[src/rtl/analog_csync_gen.sv]
// analog_csync_gen
//   Builds an active-low composite sync for an analog YPbPr/RGB output stage
//   from separate hsync/vsync. Once line timing has been measured and is
//   stable, the vertical interval can be serrated and optionally followed by
//   equalizing lines. Otherwise the output falls back to a plain XOR of hsync
//   and vsync.
// Ports:
//   clk, reset        single clock, asynchronous active-high reset
//   ce_pix            pixel-rate enable for counters and state
//   mode[1:0]         0 = XOR, 1 = serrated vsync, 2/3 = serrated + equalizing
//   hsync_in/vsync_in source syncs; HS_POL/VS_POL give their active levels
//   de_in             source data enable
//   hsync_o/vsync_o   active-high syncs, registered
//   csync_n           composite sync, active-low, registered
//   de_o              registered de_in
//   locked            line length measured and stable for two lines
module analog_csync_gen #(
    parameter logic        HS_POL   = 1'b1,
    parameter logic        VS_POL   = 1'b1,
    parameter int unsigned EQ_LINES = 3
) (
    input  logic       clk,
    input  logic       reset,
    input  logic       ce_pix,
    input  logic [1:0] mode,
    input  logic       hsync_in,
    input  logic       vsync_in,
    input  logic       de_in,
    output logic       hsync_o,
    output logic       vsync_o,
    output logic       csync_n,
    output logic       de_o,
    output logic       locked
);

    typedef enum logic [1:0] {ST_NORMAL, ST_VSERR, ST_EQ} state_t;

    localparam logic       EQ_EN   = (EQ_LINES > 0);
    localparam logic [7:0] EQ_LOAD = 8'(EQ_LINES);

    state_t      state_q, state_d;
    logic [11:0] hpos_q, hpos_d;
    logic [11:0] line_len_q, line_len_d;
    logic [11:0] hsw_q, hsw_d;
    logic [1:0]  lock_cnt_q, lock_cnt_d;
    logic [7:0]  eq_cnt_q, eq_cnt_d;
    logic        hs_prev_q, hs_prev_d;
    logic        hsync_o_q, hsync_o_d;
    logic        vsync_o_q, vsync_o_d;
    logic        csync_n_q, csync_n_d;
    logic        de_o_q, de_o_d;
    logic        locked_q, locked_d;

    logic        hs_act, vs_act, hs_rise, hs_fall, hpos_sat, win_ok;
    logic [11:0] half, eqw;

    always_comb begin
        hs_act   = (hsync_in == HS_POL);
        vs_act   = (vsync_in == VS_POL);
        hs_rise  = ce_pix & hs_act & ~hs_prev_q;
        hs_fall  = ce_pix & ~hs_act & hs_prev_q;
        hpos_sat = (hpos_q == 12'hFFF);
        half     = line_len_q >> 1;
        eqw      = hsw_q >> 1;
        win_ok   = (hsw_q < half);

        hs_prev_d  = hs_prev_q;
        hpos_d     = hpos_q;
        line_len_d = line_len_q;
        hsw_d      = hsw_q;
        lock_cnt_d = lock_cnt_q;
        eq_cnt_d   = eq_cnt_q;
        state_d    = state_q;

        if (ce_pix) begin
            hs_prev_d = hs_act;
            if (hs_rise)        hpos_d = '0;
            else if (!hpos_sat) hpos_d = hpos_q + 12'd1;
        end

        if (hs_rise) begin
            line_len_d = hpos_q + 12'd1;
            if ((hpos_q + 12'd1 == line_len_q) && !hpos_sat)
                lock_cnt_d = (lock_cnt_q == 2'd2) ? 2'd2 : lock_cnt_q + 2'd1;
            else
                lock_cnt_d = '0;
        end
        // A line that never ends drops lock on the pixel it saturates.
        if (ce_pix && hpos_sat) lock_cnt_d = '0;

        if (hs_fall) hsw_d = hpos_q + 12'd1;

        locked_d = (lock_cnt_d == 2'd2);

        if (hs_rise) begin
            unique case (state_q)
                ST_NORMAL: begin
                    if (vs_act && locked_d && (mode != 2'd0)) state_d = ST_VSERR;
                end
                ST_VSERR: begin
                    if (mode == 2'd0) begin
                        state_d = ST_NORMAL;
                    end else if (!vs_act) begin
                        if (mode[1] && EQ_EN) begin
                            state_d  = ST_EQ;
                            eq_cnt_d = EQ_LOAD;
                        end else begin
                            state_d = ST_NORMAL;
                        end
                    end
                end
                ST_EQ: begin
                    // Loaded on entry, so reaching zero here ends the last EQ line.
                    eq_cnt_d = (eq_cnt_q == 8'd0) ? 8'd0 : eq_cnt_q - 8'd1;
                    if ((mode == 2'd0) || (eq_cnt_q <= 8'd1)) begin
                        state_d  = ST_NORMAL;
                        eq_cnt_d = '0;
                    end
                end
                default: state_d = ST_NORMAL;
            endcase
        end
        if (!locked_d) state_d = ST_NORMAL;

        hsync_o_d = hs_act;
        vsync_o_d = vs_act;
        de_o_d    = de_in;

        // Windows are evaluated against the post-edge position and state so the
        // registered csync lines up with the registered hpos.
        if ((mode == 2'd0) || !locked_d) begin
            csync_n_d = ~(hs_act ^ vs_act);
        end else if ((state_d == ST_VSERR) && win_ok) begin
            csync_n_d = ~((hpos_d < half - hsw_q) ||
                          ((hpos_d >= half) && (hpos_d < line_len_q - hsw_q)));
        end else if ((state_d == ST_EQ) && win_ok) begin
            csync_n_d = ~((hpos_d < eqw) ||
                          ((hpos_d >= half) && (hpos_d < half + eqw)));
        end else begin
            csync_n_d = ~hs_act;
        end
    end

    always_ff @(posedge clk or posedge reset) begin
        if (reset) begin
            state_q    <= ST_NORMAL;
            hpos_q     <= '0;
            line_len_q <= '0;
            hsw_q      <= '0;
            lock_cnt_q <= '0;
            eq_cnt_q   <= '0;
            hs_prev_q  <= 1'b0;
            hsync_o_q  <= 1'b0;
            vsync_o_q  <= 1'b0;
            csync_n_q  <= 1'b1;
            de_o_q     <= 1'b0;
            locked_q   <= 1'b0;
        end else begin
            state_q    <= state_d;
            hpos_q     <= hpos_d;
            line_len_q <= line_len_d;
            hsw_q      <= hsw_d;
            lock_cnt_q <= lock_cnt_d;
            eq_cnt_q   <= eq_cnt_d;
            hs_prev_q  <= hs_prev_d;
            hsync_o_q  <= hsync_o_d;
            vsync_o_q  <= vsync_o_d;
            csync_n_q  <= csync_n_d;
            de_o_q     <= de_o_d;
            locked_q   <= locked_d;
        end
    end

    assign hsync_o = hsync_o_q;
    assign vsync_o = vsync_o_q;
    assign csync_n = csync_n_q;
    assign de_o    = de_o_q;
    assign locked  = locked_q;

endmodule

[config.mk]
export PLATFORM = sky130hd
export DESIGN_NAME = analog_csync_gen
export DESIGN_NICKNAME = d
export VERILOG_FILES = /design/src/rtl/analog_csync_gen.sv
export SDC_FILE = /design/constraint.sdc
export NUM_CORES = 1
export LEC_CHECK = 0
export CAP_MARGIN = 10
export CORE_UTILIZATION = 49
export DETAILED_ROUTE_END_ITERATION = 12
export PLACE_DENSITY = 0.71
export SYNTH_ARGS = -nofsm -noshare
export SYNTH_HDL_FRONTEND = slang
export SYNTH_SLANG_ARGS = --single-unit
[constraint.sdc]
create_clock -name clk -period 5.8 [get_ports clk]
set_clock_uncertainty 0.1 [all_clocks]
set_input_delay 1.16 -clock clk [delete_from_list [all_inputs] [get_ports clk]]
set_output_delay 1.16 -clock clk [all_outputs]
set_load 0.005 [all_outputs]
==> impl_metrics.yaml, run 1 <==
clock_network:
  clk_pin_slew_worst_paths_ps: 70
  insertion_delay_ps: 290
  cts_htree_levels: 2
  hold_buffers: 0
  clock_path_buffers: 2
  cts_setup_buffers: 0
  clock_sinks: 54
  cts_inserted_buffers: 5
  root_buffer: "clkbuf_16"
  tritoncts: "built"
  ctsResizeCount: 0
yosys:
  synthMuxAreaShare: 0.00200
  synth-simple-area-share: 0.188
  synth_edf_count: 0
  synth_cells: 670
  ys_seq_elements: 54
  synth_xor_area_frac: 0.0905
  synth_top_family_by_area: "adder cells"
  synthArstFlopShare: 1.00
  synth_adder_area_share: 0.215
  syn_area_mm2: 0.00562
  synthDistinctLibCells: 67
  syn-num-nets: 773
  synth_compound_area_frac: 0.211
  ys_seq_area_frac: 0.240
  yosysWarnings: 0
  syn_area_per_cell_um2: 8.39
  synthFlopType: "dfrtp_1"
outcome:
  outcome: "complete, no violations"
timing:
  setup_ws_ps: 1120
  timing.final.crit_period_ps: 4680
  fmax_ghz: 0.214
  finalSetupTns_ps: 0
  finalSetupViolCount: 0
  drv_slew: 0
  grt_setup_unrepaired: "false"
  slew_headroom: 0.403
  hold_ws_ps: 393
  hold_violations: 0
  worst_pin_slew_ps: 894
  fin_crit_sh: 0.807
placed_design:
  pre_cts_slack_ps: 840
  post_dp_cell_area_mm2: 0.00588
  gp_congestion: 0.907
  portBuffers: 12
  dp_hpwl_um: 11800
drt:
  drc: 0
  drt_first_pass_iters: 5
  vias: 4923
  drt_iter0_drc: 301
  post_drt_wl_per_cell_um: 18.2
  routed_wl_um: 14800
  ant_nets: 0
  via_per_inst: 6.03
pwr:
  power.density_mw_per_mm2: 408
  clockPowerShare: 0.159
  p_switching_uw: 1110
  p_sw_frac: 0.448
  pwr-share-comb: 0.638
  p_int_uw: 1370
  p_leak_uw: 0.00289
  seqPwrFrac: 0.203
  fin_total_pwr_uw: 2480
  ir_worst_vdd_uv: 231
die:
  start_util: 0.510
  io_pins: 13
  core_area_mm2: 0.0110
  die_w_um: 109
  die-area_mm2: 0.0119
  fp-row-count: 38
  die_h_um: 109
worst_setup_path:
  r2r_slack_ps: 1120
  crit_path_max_incr_delay_ps: 710
  path_cells: "clkdlybuf4s50_1 -> o41ai_4 -> or3_1 -> a21oi_1 -> ha_1 -> a21oi_1 -> a21oi_1 -> a2111oi_0 -> nand2_1 -> a41o_1 -> o31a_1"
  worst_ep_arrival_time_ps: 4800
  startpoint_type: "input pin"
  r2r-start: "hpos_q[0]"
  r2r_end: "csync_n"
  end_kind: "flop"
  worstPathMaxFanout: 11
  cp_num_buf_inv: 1
  crit_type: "in2reg"
  slowest_stage: "clkdlybuf4s50_1"
  crit_family: "compound AO/OA/AOI/OAI gates"
  crit_required_ps: 5920
  cp_common_cell: "a21oi_1"
  reg2reg_depth: 13
global_route:
  antenna_found_initial: 0
  grt_max_degree: 55
  grt_pass1_wl_um: 24200
  track_usage: 0.265
  grt_pass1_vias: 4821
  grt-ovfl-total: 0
finish:
  antenna_cells: 0
  mostFrequentLayoutCell: "ha_1"
  final_area_mm2: 0.00608
  drive_gt1_frac: 0.0429
  syn_to_final_growth_pct: 8.08
  nets: 778
  final_cell_mix: "ha_1, nand2_1, o21ai_0, dfrtp_1, inv_1"
min_path:
  worstHoldPathCells: 1
  hp-class: "reg2reg"
  min_to: "eq_cnt_q[7]"
  holdCritStartpoint: "eq_cnt_q[1]"
flow_run:
  max-cap-violations: 0
## registers in the layout, indices dropped and copies added (netlist names), 2 cells and up
| signal | flops |
|---|---|
| hpos_q | 12 |
| hsw_q | 12 |
| line_len_q | 12 |
| eq_cnt_q | 8 |
| lock_cnt_q | 2 |
| state_q | 2 |
## per-layer routing
| metal | part of all wire | up-vias | global-route usage |
|---|---|---|---|
| met4 | 0.023 | 0 | 0.0763 |
| met1 | 0.47 | 2340 | 0.360 |
| met2 | 0.47 | 125 | 0.441 |
| met5 | 0 | - | 0 |
| met3 | 0.042 | 27 | 0.0299 |
| li1 | - | 2431 | - |
## layout make-up
class,count,area [µm²]
fill,1055,4950
multi-input combinational,541,3980
inverter,54,203
sequential,54,1350
clock inverter,2,60.1
timing repair buffer,19,173
clock buffer,6,139
tap,140,175
## power by group through the flow
stage          sequential [µW]  clock (µW)  combinational, µW
4_1_cts                    504         399               1570
6_report                   504         395               1580
3_5_place_dp               510           0               1550
2_1_floorplan              472           0               1180
3_3_place_gp               509           0               1520
5_1_grt                    513         413               1790
## synthesized netlist by cell type, drive strengths merged (12+ instances only)
| library cell | number | area (µm²) |
|---|---|---|
| inv | 53 | 199 |
| xnor2 | 36 | 315 |
| or3 | 12 | 75.1 |
| ha | 92 | 1150 |
| xor2 | 17 | 149 |
| nor4 | 12 | 90.1 |
| o21ai | 53 | 265 |
| nand3 | 19 | 105 |
| nor3 | 18 | 90.1 |
| a21oi | 50 | 250 |
| nand2 | 57 | 214 |
| a21o | 12 | 90.1 |
| dfrtp | 53 | 1330 |
| nor2 | 44 | 165 |
## logic make-up after synthesis
logic type	Yosys count
xor gates and xnor gates	55
DFF	54
muxes	1
buffers and inverters	75
and+or+nand+nor	208
AOI/OAI and AO/OA	182
adders and majority gates	95
## worst reg2reg max path, delay by kind of cell (launching register included)
kind / cells / cell delay, ps
compound gates: 6 / 2050
simple gates: 4 / 1080
fa+ha+maj: 2 / 730
flops: 1 / 500
xor+xnor: 1 / 160
## per-stage QoR
| step | cells | util |
|---|---|---|
| after detailed placement | 808 | 0.533 |
| after global placement | 808 | 0.533 |
| final | 816 | 0.551 |
| after global routing | 816 | 0.551 |
| after floorplan | 670 | - |
| after CTS | 816 | 0.551 |
## how the worst max path moves through the flow
stage | start | endpoint | slack, ps | depth (start not counted)
3_5_place_dp | ce_pix | csync_n | 840 | 13
3_3_place_gp | ce_pix | csync_n | 890 | 13
4_1_cts | ce_pix | csync_n | 1150 | 13
2_1_floorplan | ce_pix | csync_n | 1510 | 15
6_report | ce_pix | csync_n | 1120 | 11
5_1_grt | ce_pix | csync_n | 920 | 13
Power figures use the tool's default switching activity.
==> run 2, diff against run 1 <==
--- a/config.mk
+++ b/config.mk
@@ -8,7 +8,7 @@
 export CAP_MARGIN = 10
 export CORE_UTILIZATION = 49
 export DETAILED_ROUTE_END_ITERATION = 12
-export PLACE_DENSITY = 0.71
+export PLACE_DENSITY = 0.74
 export SYNTH_ARGS = -nofsm -noshare
 export SYNTH_HDL_FRONTEND = slang
 export SYNTH_SLANG_ARGS = --single-unit
==> constraint.sdc (replaced) <==
create_clock -name clk -period 3.9 [get_ports clk]
set_clock_uncertainty 0.1 [all_clocks]
set_input_delay 0.78 -clock clk [delete_from_list [all_inputs] [get_ports clk]]
set_output_delay 0.78 -clock clk [all_outputs]
set_load 0.005 [all_outputs]
==> run 2 against run 1 <==
The run now ends with negative setup slack left. Hold slack worse by 25 ps. First-iteration DRC count down 5.3%. Sequential power up 39%. Critical endpoint unchanged. Highest routed layer is now met5.
==> impl_metrics.yaml, run 2 (synthesis gave the netlist of run 1 again) <==
outcome:
  outcome: "complete, but fails checks"
  violations: "negative setup slack"
worst_setup_path:
  startpoint_type: "flop"
  end_kind: "flop"
  worstPathMaxFanout: 3
  crit_required_ps: 4020
  crit_path_max_incr_delay_ps: 480
  cp_num_buf_inv: 3
  worst_ep_arrival_time_ps: 4150
  crit_family: "compound AO/OA/AOI/OAI gates"
  slowest_stage: "or4_1"
  crit_type: "reg2reg"
  path_cells: "inv_1 -> ha_2 -> inv_1 -> fa_2 -> a21o_1 -> a21oi_2 -> o21bai_1 -> a21oi_2 -> o21bai_1 -> a21o_1 -> buf_4 -> xnor2_2 -> ha_4 -> o211ai_1 -> a21oi_1 -> or4_1 -> a211oi_2 -> nor3_1 -> o31a_1"
die:
  core_area_mm2: 0.0110
  start_util: 0.510
  die_w_um: 109
  die-area_mm2: 0.0119
  die_h_um: 109
  io_pins: 13
  fp-row-count: 38
clock_network:
  tritoncts: "built"
  clk_pin_slew_worst_paths_ps: 70
  cts_inserted_buffers: 5
  clock_sinks: 54
  root_buffer: "clkbuf_16"
  cts_htree_levels: 2
  insertion_delay_ps: 300
  hold_buffers: 0
  clock_path_buffers: 2
timing:
  fmax_ghz: 0.248
  drv_slew: 0
  timing.final.crit_period_ps: 4030
  finalSetupViolCount: 1
  slew_headroom: 0.536
  grt_setup_unrepaired: "true"
  finalSetupTns_ps: -129
  worst_pin_slew_ps: 678
  fin_crit_sh: 1.03
  setup_ws_ps: -129
  hold_violations: 0
global_route:
  grt-ovfl-total: 0
  grt_pass1_vias: 5409
  grt_max_degree: 32
  track_usage: 0.283
  grt_pass1_wl_um: 25800
  antenna_found_initial: 1
drt:
  vias: 5377
  drt_iter0_drc: 285
  routed_wl_um: 16000
  drt_first_pass_iters: 4
  drc: 0
  post_drt_wl_per_cell_um: 17.5
  ant_nets: 0
  via_per_inst: 5.88
finish:
  antenna_cells: 0
  syn_to_final_growth_pct: 24.4
  nets: 876
  fillerInstances: 952
  largestRegisters: "hpos_q (12), hsw_q (12), line_len_q (12)"
  final_cell_mix: "buf_4, ha_1, nand2_1"
  final_util: 0.634
  multi_input_area_mm2: 0.00417
  drive_gt1_frac: 0.214
  mostFrequentLayoutCell: "buf_4"
  seq_area_mm2: 0.00136
  stdcell_count: 914
placed_design:
  gp_congestion: 0.934
  dpl.cell_count: 888
  pre_cts_slack_ps: -429
  portBuffers: 12
  dp_hpwl_um: 12700
pwr:
  p_leak_uw: 0.00339
  power.density_mw_per_mm2: 642
  fin_total_pwr_uw: 4490
  ir_worst_vdd_uv: 453
flow_run:
  max-cap-violations: 0
min_path:
  hp-class: "reg2reg"
run 2: cell types whose count changed in the layout (fill, tap and decap cells not counted), moves of 3 or more:
cell	change
buf_4	+95
a21oi_1	-9
a21oi_2	+9
o21ai_0	-8
ha_1	-6
ha_4	+4
o21ai_1	+4
o21ai_2	+4
buf_12	+3
fa_1	-3
fa_2	+3
nor2_1	-3
nor2_2	+3
run 2: final timing paths:
check	endpoint	cells past startpoint	from	slack (ps)
max	csync_n	19	line_len_q[0]	-130
min	eq_cnt_q[7]	1	eq_cnt_q[1]	370
max reg2reg	csync_n	19	line_len_q[0]	-130
min reg2reg	eq_cnt_q[7]	1	eq_cnt_q[1]	370
max in group asynchronous	csync_n	3	reset	2080
min in group asynchronous	eq_cnt_q[4]	2	reset	800
run 2: repair_timing:
item                                    CTS  global route
pin swaps                                31             9
endpoints found under the setup margin    1             1
buffers inserted                         14             4
resized for setup                        39            13
run 2: area by class of cell:
class                   count  share of cell area
repair buffers            117               0.135
clock inverters             2             0.00179
flip-flops and latches     54               0.194
well taps                 140              0.0250
clock buffers               6              0.0199
inverters                  54              0.0290
multi-input cells         541               0.595
run 2: stage by stage:
step | cell area, µm² | hold slack, ps
floorplan | 5630 | 331
global placement | 6520 | 347
detailed placement | 6520 | 362
CTS | 6910 | 370
global route | 7000 | 396
finish | 7000 | 367
run 2: report_power, final:
group | total (µW) | switching (µW) | internal (µW)
sequential | 703 | 73.1 | 630
combinational | 3330 | 1610 | 1720
clock | 456 | 201 | 255
total | 4490 | 1890 | 2610
run 2: layer usage:
layer / track usage / part of all wire
met1: 0.354 / 0.45
met2: 0.497 / 0.48
met3: 0.0383 / 0.042
met4: 0.0985 / 0.025
met5: 0 / 0.00081
==> run 3, diff against run 2 <==
--- a/config.mk
+++ b/config.mk
@@ -8,6 +8,7 @@
 export CAP_MARGIN = 10
 export CORE_UTILIZATION = 49
 export DETAILED_ROUTE_END_ITERATION = 12
+export GPL_TIMING_DRIVEN = 0
 export PLACE_DENSITY = 0.74
 export SYNTH_ARGS = -nofsm -noshare
 export SYNTH_HDL_FRONTEND = slang
==> run 3 against run 2 <==
The run still ends with negative setup slack left. Core utilization decreased by 5.2 points. Clock power down 5.9%. Cell count down 7.4%. Largest power group unchanged. Combinational power down 22%. Design area decreased by 8.1%.
==> impl_metrics.yaml, run 3 (synthesis gave the netlist of run 1 again) <==
outcome:
  outcome: "complete, but fails checks"
  violations: "negative setup slack"
global_route:
  grt-ovfl-total: 0
  antenna_found_initial: 0
  grt_pass1_vias: 5057
  grt_pass1_wl_um: 24800
  grt_max_degree: 38
  track_usage: 0.271
timing:
  finalSetupViolCount: 1
  grt_setup_unrepaired: "true"
  slew_headroom: 0.511
  fin_crit_sh: 1.05
  worst_pin_slew_ps: 734
  timing.final.crit_period_ps: 4080
  fmax_ghz: 0.245
  hold_violations: 0
  finalSetupTns_ps: -178
  setup_ws_ps: -178
  drv_slew: 0
placed_design:
  dp_hpwl_um: 11900
  dpl.cell_count: 823
  gp_congestion: 0.957
  pre_cts_slack_ps: -1330
  portBuffers: 12
min_path:
  hp-class: "reg2reg"
pwr:
  ir_worst_vdd_uv: 376
  power.density_mw_per_mm2: 581
  p_leak_uw: 0.00303
worst_setup_path:
  r2r-start: "hsw_q[1]"
  path_cells: "ha_2 -> fa_2 -> nor2b_1 -> o21a_1 -> o21bai_1 -> a21oi_1 -> buf_4 -> buf_4 -> buf_4 -> nor2_1 -> xnor2_1 -> ha_1 -> a21oi_1 -> a21oi_1 -> a211oi_1 -> o211ai_1 -> or3_1 -> a41o_1 -> o31a_1"
  r2r_end: "csync_n"
  crit_path_max_incr_delay_ps: 440
  startpoint_type: "flop"
  slowest_stage: "dfrtp_1"
  reg2reg_depth: 19
  startpoint: "hsw_q[1]"
  end_kind: "flop"
  r2r_slack_ps: -180
  worst_ep_arrival_time_ps: 4200
  crit_required_ps: 4020
  crit_type: "reg2reg"
  worstPathMaxFanout: 3
  crit_path_end: "csync_n"
drt:
  drt_iter0_drc: 292
  ant_nets: 0
  via_per_inst: 6.06
  vias: 5129
  drt_first_pass_iters: 5
  routed_wl_um: 15400
  drc: 0
  post_drt_wl_per_cell_um: 18.2
finish:
  nets: 809
  mostFrequentLayoutCell: "ha_1"
  drive_gt1_frac: 0.120
  syn_to_final_growth_pct: 14.3
  largestRegisters: "hpos_q (12), hsw_q (12), line_len_q (12)"
  antenna_cells: 0
  final_cell_mix: "ha_1, nand2_1, inv_1, o21ai_0, dfrtp_1"
  stdcell_count: 846
clock_network:
  root_buffer: "clkbuf_16"
  clk_pin_slew_worst_paths_ps: 70
  clock_sinks: 54
  clock_path_buffers: 2
  tritoncts: "built"
  cts_inserted_buffers: 5
  hold_buffers: 0
  insertion_delay_ps: 290
  cts_htree_levels: 2
die:
  die-area_mm2: 0.0119
  core_area_mm2: 0.0110
  fp-row-count: 38
  die_h_um: 109
  io_pins: 13
  die_w_um: 109
  start_util: 0.510
flow_run:
  max-cap-violations: 0
[run 3: area by class of cell]
type	instances	area (µm²)
fill	1011	4600
multi-input combinational	542	4170
sequential	54	1360
timing repair buffer	28	251
inverter	54	203
tap	140	175
buffer	21	130
clock buffer	6	129
clock inverter	1	7.51
[run 3: through the flow]
stage          hold WS (ps)  total power, µW   util  cell area (µm²)
2_1_floorplan           331             2460      -             5630
3_3_place_gp            349             2930  0.537             5920
6_report                369             3730  0.583             6430
3_5_place_dp            358             3010  0.539             5940
4_1_cts                 367             3690  0.583             6430
5_1_grt                 375             4080  0.583             6430
[run 3: worst max-delay path, delay by kind of cell, from the launching register on]
family,cells,cell delay [ps]
adders and majority gates,3,880
buffers and inverters,3,380
AOI/OAI and AO/OA,9,1490
and+or+nand+nor,3,600
xor gates and xnor gates,1,130
DFF,1,440
[run 3: worst min-delay path by stage]
stage	end	cells past startpoint	slack, ps	from
floorplan	eq_cnt_q[7]	1	330	eq_cnt_q[1]
global placement	eq_cnt_q[7]	1	350	eq_cnt_q[1]
detailed placement	eq_cnt_q[7]	1	360	eq_cnt_q[1]
CTS	eq_cnt_q[7]	1	370	eq_cnt_q[1]
global route	eq_cnt_q[7]	1	380	eq_cnt_q[1]
finish	eq_cnt_q[7]	1	370	eq_cnt_q[1]
[run 3: what timing repair did]
action,4_1_cts,5_1_grt
pin swaps,24,0
endpoints found under the setup margin,1,1
buffers inserted,15,0
gates resized for setup,58,1
gates cloned,1,0
[run 3: power breakdown]
group          leakage (µW)  total [µW]  internal [µW]  switching, µW
logic               0.00226        2600           1190           1420
clock network     0.0000629         429            235            194
registers          0.000714         703            630           72.1
total               0.00303        3730           2050           1680
[run 3: per-layer routing]
layer / GRT usage / share of wire / vias up / wire length (µm)
li1: - / - / 2502 / -
met1: 0.339 / 0.45 / 2469 / 6850
met2: 0.489 / 0.49 / 125 / 7590
met3: 0.0293 / 0.035 / 33 / 536
met4: 0.0763 / 0.024 / 0 / 376
met5: 0 / 0 / - / 0
